[config.mk]
export PLATFORM = sky130hd
export DESIGN_NAME = sram_fifo_ctrl
export DESIGN_NICKNAME = d
export VERILOG_FILES = /design/src/rtl/sram_fifo_ctrl.sv
export SDC_FILE = /design/constraint.sdc
export NUM_CORES = 1
export LEC_CHECK = 0
export BUFFER_PORTS_ARGS = -buffer_cell sky130_fd_sc_hd__buf_2
export CAP_MARGIN = 20
export CORE_UTILIZATION = 52
export DETAILED_ROUTE_END_ITERATION = 10
export PLACE_DENSITY = 0.86
export RECOVER_POWER = 25
export REMOVE_ABC_BUFFERS = 1
export SYNTH_ARGS = -nofsm -noshare
export SYNTH_HDL_FRONTEND = slang
export SYNTH_SLANG_ARGS = --single-unit
[constraint.sdc]
create_clock -name CLK -period 7.75 [get_ports CLK]
set_input_delay 0.775 -clock CLK [delete_from_list [all_inputs] [get_ports CLK]]
set_output_delay 0.775 -clock CLK [all_outputs]
set_load 0.02 [all_outputs]
[src/rtl/sram_fifo_ctrl.sv]
// SRAM-backed FIFO controller: entries are queued in an external two-port SRAM and
// prefetched into a 2-entry output buffer that hides the one-cycle SRAM read latency.
module sram_fifo_ctrl #(
    parameter int BITWIDTH = 32,
    parameter int DEPTH    = 8
) (
    input  logic                CLK,
    input  logic                RSTN,
    input  logic                in_valid,
    output logic                in_ready,
    input  logic [BITWIDTH-1:0] in_data,
    output logic                out_valid,
    input  logic                out_ready,
    output logic [BITWIDTH-1:0] out_data,
    output logic [DEPTH+1:0]    count,
    output logic [BITWIDTH-1:0] sram_D,
    output logic                sram_WEB,
    output logic [BITWIDTH-1:0] sram_BWEB,
    output logic [DEPTH-1:0]    sram_AA,
    output logic                sram_REB,
    output logic [DEPTH-1:0]    sram_AB,
    input  logic [BITWIDTH-1:0] sram_Q
);

    localparam logic [DEPTH:0] SRAM_CAP = {1'b1, {DEPTH{1'b0}}};

    logic [DEPTH-1:0]    wptr;
    logic [DEPTH-1:0]    rptr;
    logic [DEPTH:0]      sram_cnt;
    logic                rd_pending;
    logic [1:0]          buf_cnt;
    logic [BITWIDTH-1:0] buf_head;
    logic [BITWIDTH-1:0] buf_tail;
    logic                push;
    logic                pop;
    logic [2:0]          buf_occ;

    assign in_ready  = RSTN && (sram_cnt < SRAM_CAP);
    assign push      = in_valid && in_ready;
    assign out_valid = (buf_cnt != 2'd0);
    assign pop       = out_valid && out_ready;
    assign out_data  = buf_head;

    assign sram_WEB  = push;
    assign sram_AA   = wptr;
    assign sram_D    = in_data;
    assign sram_BWEB = '1;

    // Buffer slots that will be taken once this cycle's pop and any pending capture settle.
    assign buf_occ  = 3'(buf_cnt) + 3'(rd_pending) - 3'(pop);
    assign sram_REB = (sram_cnt != '0) && (buf_occ < 3'd2);
    assign sram_AB  = rptr;

    assign count = (DEPTH+2)'(sram_cnt) + (DEPTH+2)'(rd_pending) + (DEPTH+2)'(buf_cnt);

    always_ff @(posedge CLK or negedge RSTN) begin
        if (!RSTN) begin
            wptr       <= '0;
            rptr       <= '0;
            sram_cnt   <= '0;
            rd_pending <= 1'b0;
            buf_cnt    <= '0;
        end else begin
            if (push)
                wptr <= wptr + DEPTH'(1);
            if (sram_REB)
                rptr <= rptr + DEPTH'(1);
            sram_cnt   <= sram_cnt + (DEPTH+1)'(push) - (DEPTH+1)'(sram_REB);
            rd_pending <= sram_REB;
            buf_cnt    <= buf_cnt + 2'(rd_pending) - 2'(pop);
        end
    end

    // Head is the oldest entry; a capture lands in the head slot if it becomes empty.
    always_ff @(posedge CLK) begin
        if (rd_pending) begin
            if (buf_cnt == 2'd0 || (buf_cnt == 2'd1 && pop)) begin
                buf_head <= sram_Q;
            end else begin
                if (pop)
                    buf_head <= buf_tail;
                buf_tail <= sram_Q;
            end
        end else if (pop) begin
            buf_head <= buf_tail;
        end
    end

endmodule

==> out/summary.txt <==
===============================================================================================
Worst-Margin Slew                                                                       1.56 ns
Data required time of the worst path                                                    8.03 ns
Highest net fanout along the worst path                                                      11
Number of DRC violations after detailed routing                                               0
Peak ir drop on the vdd network                                                        0.339 mV
Final design utilization                                                                  59.0%
Worst Clk Skew                                                                        0.0134 ns
Clock tree from TritonCTS                                                                  done
Gate count of the mapped netlist                                                            399
Number of top-level pins                                                                    194
DP Cell Count                                                                               559
Maximum number of pins on one net before global-route repair                                 65
Number of detailed-routing iterations run before antenna repair                               4
Final period demand of the worst path                                                   4.04 ns
Area delta synth->final                                                                   8.52%
Worst hold margin                                                                      0.480 ns
First-pass GRT wire length                                                             13800 µm
Yosys warnings                                                                                0
Endpoint kind of the worst setup timing path                                          flip-flop
Initial core utilization                                                                  54.4%
Power Density                                                                        476 nW/µm²
Worst skew pair latency                                                                 0.35 ns
Number of buffer cells added on primary ports                                                97
Post-cts sizing count                                                                         0
Final GP Congestion                                                                       0.871
Startpoint type of the worst setup path                                            primary input
Detailed-route wire length                                                              9280 µm
Global route hottest layer                                                                 met1
Switching share of total power                                                            43.6%
Share of the cycle needed by the critical path after routing                              52.1%
Die span in x                                                                           95.4 µm
Sink count of the clock tree                                                                 92
Share of the synthesized netlist area taken by xor and xnor gates                         5.40%
Number of slew-limit violations in the final report                                          31
Achievable clock frequency                                                            0.248 GHz
Post-route antenna net violation count                                                        0
Worst reg2reg path startpoint                                                        buf_cnt[1]
Setup repair after global routing missed its margin                                       false
GR Util met3                                                                              13.2%
Sequential fraction of the synthesis area                                                 50.7%
Share of synthesized cell area in full adder, half adder and majority cells               7.83%
Worst path arrival time                                                                 4.31 ns
Number of antenna cells inserted                                                              0
Num CTS Buffers                                                                               9
Combined area of all synthesized cells                                                 4540 µm²
Die area                                                                               9100 µm²
Clock input transition at the sequential cells of the worst setup and hold paths        0.09 ns
Overall die height                                                                      95.4 µm
Hold path startpoint                                                                 sram_AB[7]
Met1 layer usage reported by global route                                                 27.9%
Slack of the worst reg-to-reg path                                                      3.73 ns
FF+latch count, synth                                                                        92
CTS HTree Levels                                                                              3
Vias                                                                                       2886
Final instance count without filler cells                                                   575
Multiplexer share of the synthesized area                                                 7.55%
Cell internal pwr                                                                       1.32 mW
Total global routing overflow                                                                 0
Top cells by area, synth                                                           sky130_fd_sc_hd__edfxtp_1, sky130_fd_sc_hd__dfrtp_1, sky130_fd_sc_hd__dfxtp_1
Basic-gate share of the synthesized area counting and, or, nand and nor cells             8.33%
Final number of setup-violating endpoints                                                     0
Sequential group share of total power                                                     36.1%
Type of the most critical hold path                                                flip-flop to flip-flop
Main combinational cell family by area after synthesis                             buffers and inverters
Setup WS pre-CTS                                                                        3.34 ns
Post-synth cell types                                                                        40
Number of nets in the layout                                                                559
Min-Delay Path Depth                                                                          1
Final total power                                                                       2.34 mW
Hold Path Sink                                                                       sram_AB[7]
Max Buffers Root-to-Sink                                                                      2
Routed length per placed instance                                                       16.1 µm
Status                                                                             finished with violations
Via count of the first global-routing pass                                                 2655
Core area                                                                              8340 µm²
Worst setup path category                                                          primary input to flip-flop
Number of antenna violations at the first check in global routing                             0
Setup WS post-layout                                                                    3.71 ns
Most used cells in the layout excluding fill and tap cells                         sky130_fd_sc_hd__buf_2, sky130_fd_sc_hd__nand2_1, sky130_fd_sc_hd__o21ai_0
Synthesized area divided by synthesized cell count                                     11.4 µm²
Worst slew margin                                                                        -3.68%
Post-Place Cell Area                                                                   4750 µm²
Post-CTS Repair Setup Buffers                                                                 0
Number of rows in the core area                                                              33
Share of post-route cells with drive strength above 1                                     21.7%
Number of hold buffers added after CTS                                                        0
Switching power summed over all nets                                                    1.02 mW
Fraction of power consumed by the clock network                                           13.6%
Leak Pwr                                                                                2.28 nW
Number of vias per cell                                                                    5.02
Setup tns final                                                                            0 ns
Detailed placer's ending HPWL                                                           6930 µm
Complex-gate fraction of the synthesized area                                             6.56%
Violated checks                                                                    max-capacitance violations, max-slew violations
Terminus of the critical flop-to-flop path                                          sram_cnt[6]
Final Hold Violating Endpoints                                                                0
Master cell of the clock root buffer                                               sky130_fd_sc_hd__clkbuf_8
Met2 Track Usage GR                                                                       27.1%
Global-route total usage across every layer                                               20.8%
Library cell with the largest summed area after synthesis                          sky130_fd_sc_hd__edfxtp_1
Most common cell after layout, fill and taps aside                                 sky130_fd_sc_hd__buf_2
Depth of the worst register-to-register path                                                 16
Portion of synthesized cell area occupied by the leading cell type                        21.2%
Number of violations of the max-capacitance limit                                             1
Final design instance area without fill                                                4920 µm²
Combinational fraction of design power                                                    50.3%
Drt initial violations                                                                       89
===============================================================================================
-- layout make-up --
| type | count | area [µm²] |
|---|---|---|
| fill | 716 | 3420 |
| multi-input combinational | 245 | 1750 |
| clock buffer | 10 | 128 |
| timing repair buffer | 98 | 469 |
| tap | 105 | 131 |
| inverter | 19 | 71.3 |
| sequential | 92 | 2300 |
| clock inverter | 6 | 70.1 |
-- state kept, by name, indices dropped and copies added, names as in the netlist --
register,cells
buf_tail,32
out_data,32
sram_cnt,9
sram_AA,8
sram_AB,8
buf_cnt,2
rd_pending,1
-- metal layers --
layer	share of wire [%]	wire length (µm)
met5	0.38	35
met4	1.0	97
met3	13	1240
met2	40	3720
met1	45	4190
-- worst max-delay path, stage by stage --
cell and delay (ns):
sky130_fd_sc_hd__buf_2 0.12, sky130_fd_sc_hd__nor2b_1 0.27, sky130_fd_sc_hd__or2_2 0.18, sky130_fd_sc_hd__ha_1 0.13, sky130_fd_sc_hd__inv_1 0.05, sky130_fd_sc_hd__fa_1 0.38, sky130_fd_sc_hd__xor2_1 0.18, sky130_fd_sc_hd__a311oi_4 0.52
sky130_fd_sc_hd__ha_1 0.32, sky130_fd_sc_hd__inv_1 0.06, sky130_fd_sc_hd__ha_1 0.19, sky130_fd_sc_hd__inv_1 0.07, sky130_fd_sc_hd__fa_1 0.40, sky130_fd_sc_hd__nor2b_1 0.16, sky130_fd_sc_hd__o31ai_1 0.11, sky130_fd_sc_hd__o21ai_0 0.22
sky130_fd_sc_hd__xor2_1 0.15
-- power by group through the flow --
| stage | Clock, mW | Combinational (mW) | Sequential (mW) |
|---|---|---|---|
| after floorplan | 0 | 0.707 | 0.978 |
| after global placement | 0 | 1.15 | 0.845 |
| after detailed placement | 0 | 1.19 | 0.857 |
| after CTS | 0.330 | 1.19 | 0.848 |
| after global routing | 0.348 | 1.31 | 0.873 |
| final | 0.318 | 1.18 | 0.847 |
-- cells in the mapped netlist, drive strengths merged --
master and instances:
nand3 4, o32ai 1, buf 68, or2 2, nor4b 1, a211oi 2, nor3 2, and3b 1
nor2b 5, o311ai 1, conb 1, and4 1, and3 6, nand2 38, fa 4, xnor2 20
nand2b 3, o21bai 2, a21o 2, o31ai 1, nor4bb 1, nand4 8, o21ai 34, a21oi 5
mux2 2, clkbuf 6, inv 19, edfxtp 32, nor2 3, o22ai 1, xor2 8, ha 22
dfxtp 32, mux2i 32, dfrtp 28, a311oi 1
-- how the worst max path moves through the flow --
stage                    start     endpoint  slack [ns]
global placement     out_ready  sram_cnt[6]        3.52
global route        buf_cnt[1]  sram_cnt[6]        3.47
CTS                 buf_cnt[1]  sram_cnt[6]        3.72
detailed placement   out_ready  sram_cnt[6]        3.34
finish               out_ready  sram_cnt[6]        3.71
floorplan            out_ready  sram_cnt[6]        3.73
-- cell families after synthesis --
kind of cell,after synthesis
AOI/OAI and AO/OA,50
xor gates and xnor gates,28
adders and majority gates,26
buffers and inverters,93
DFF,92
muxes,34
other,1
and+or+nand+nor,75
No activity file was read; power rests on OpenSTA's default activity.
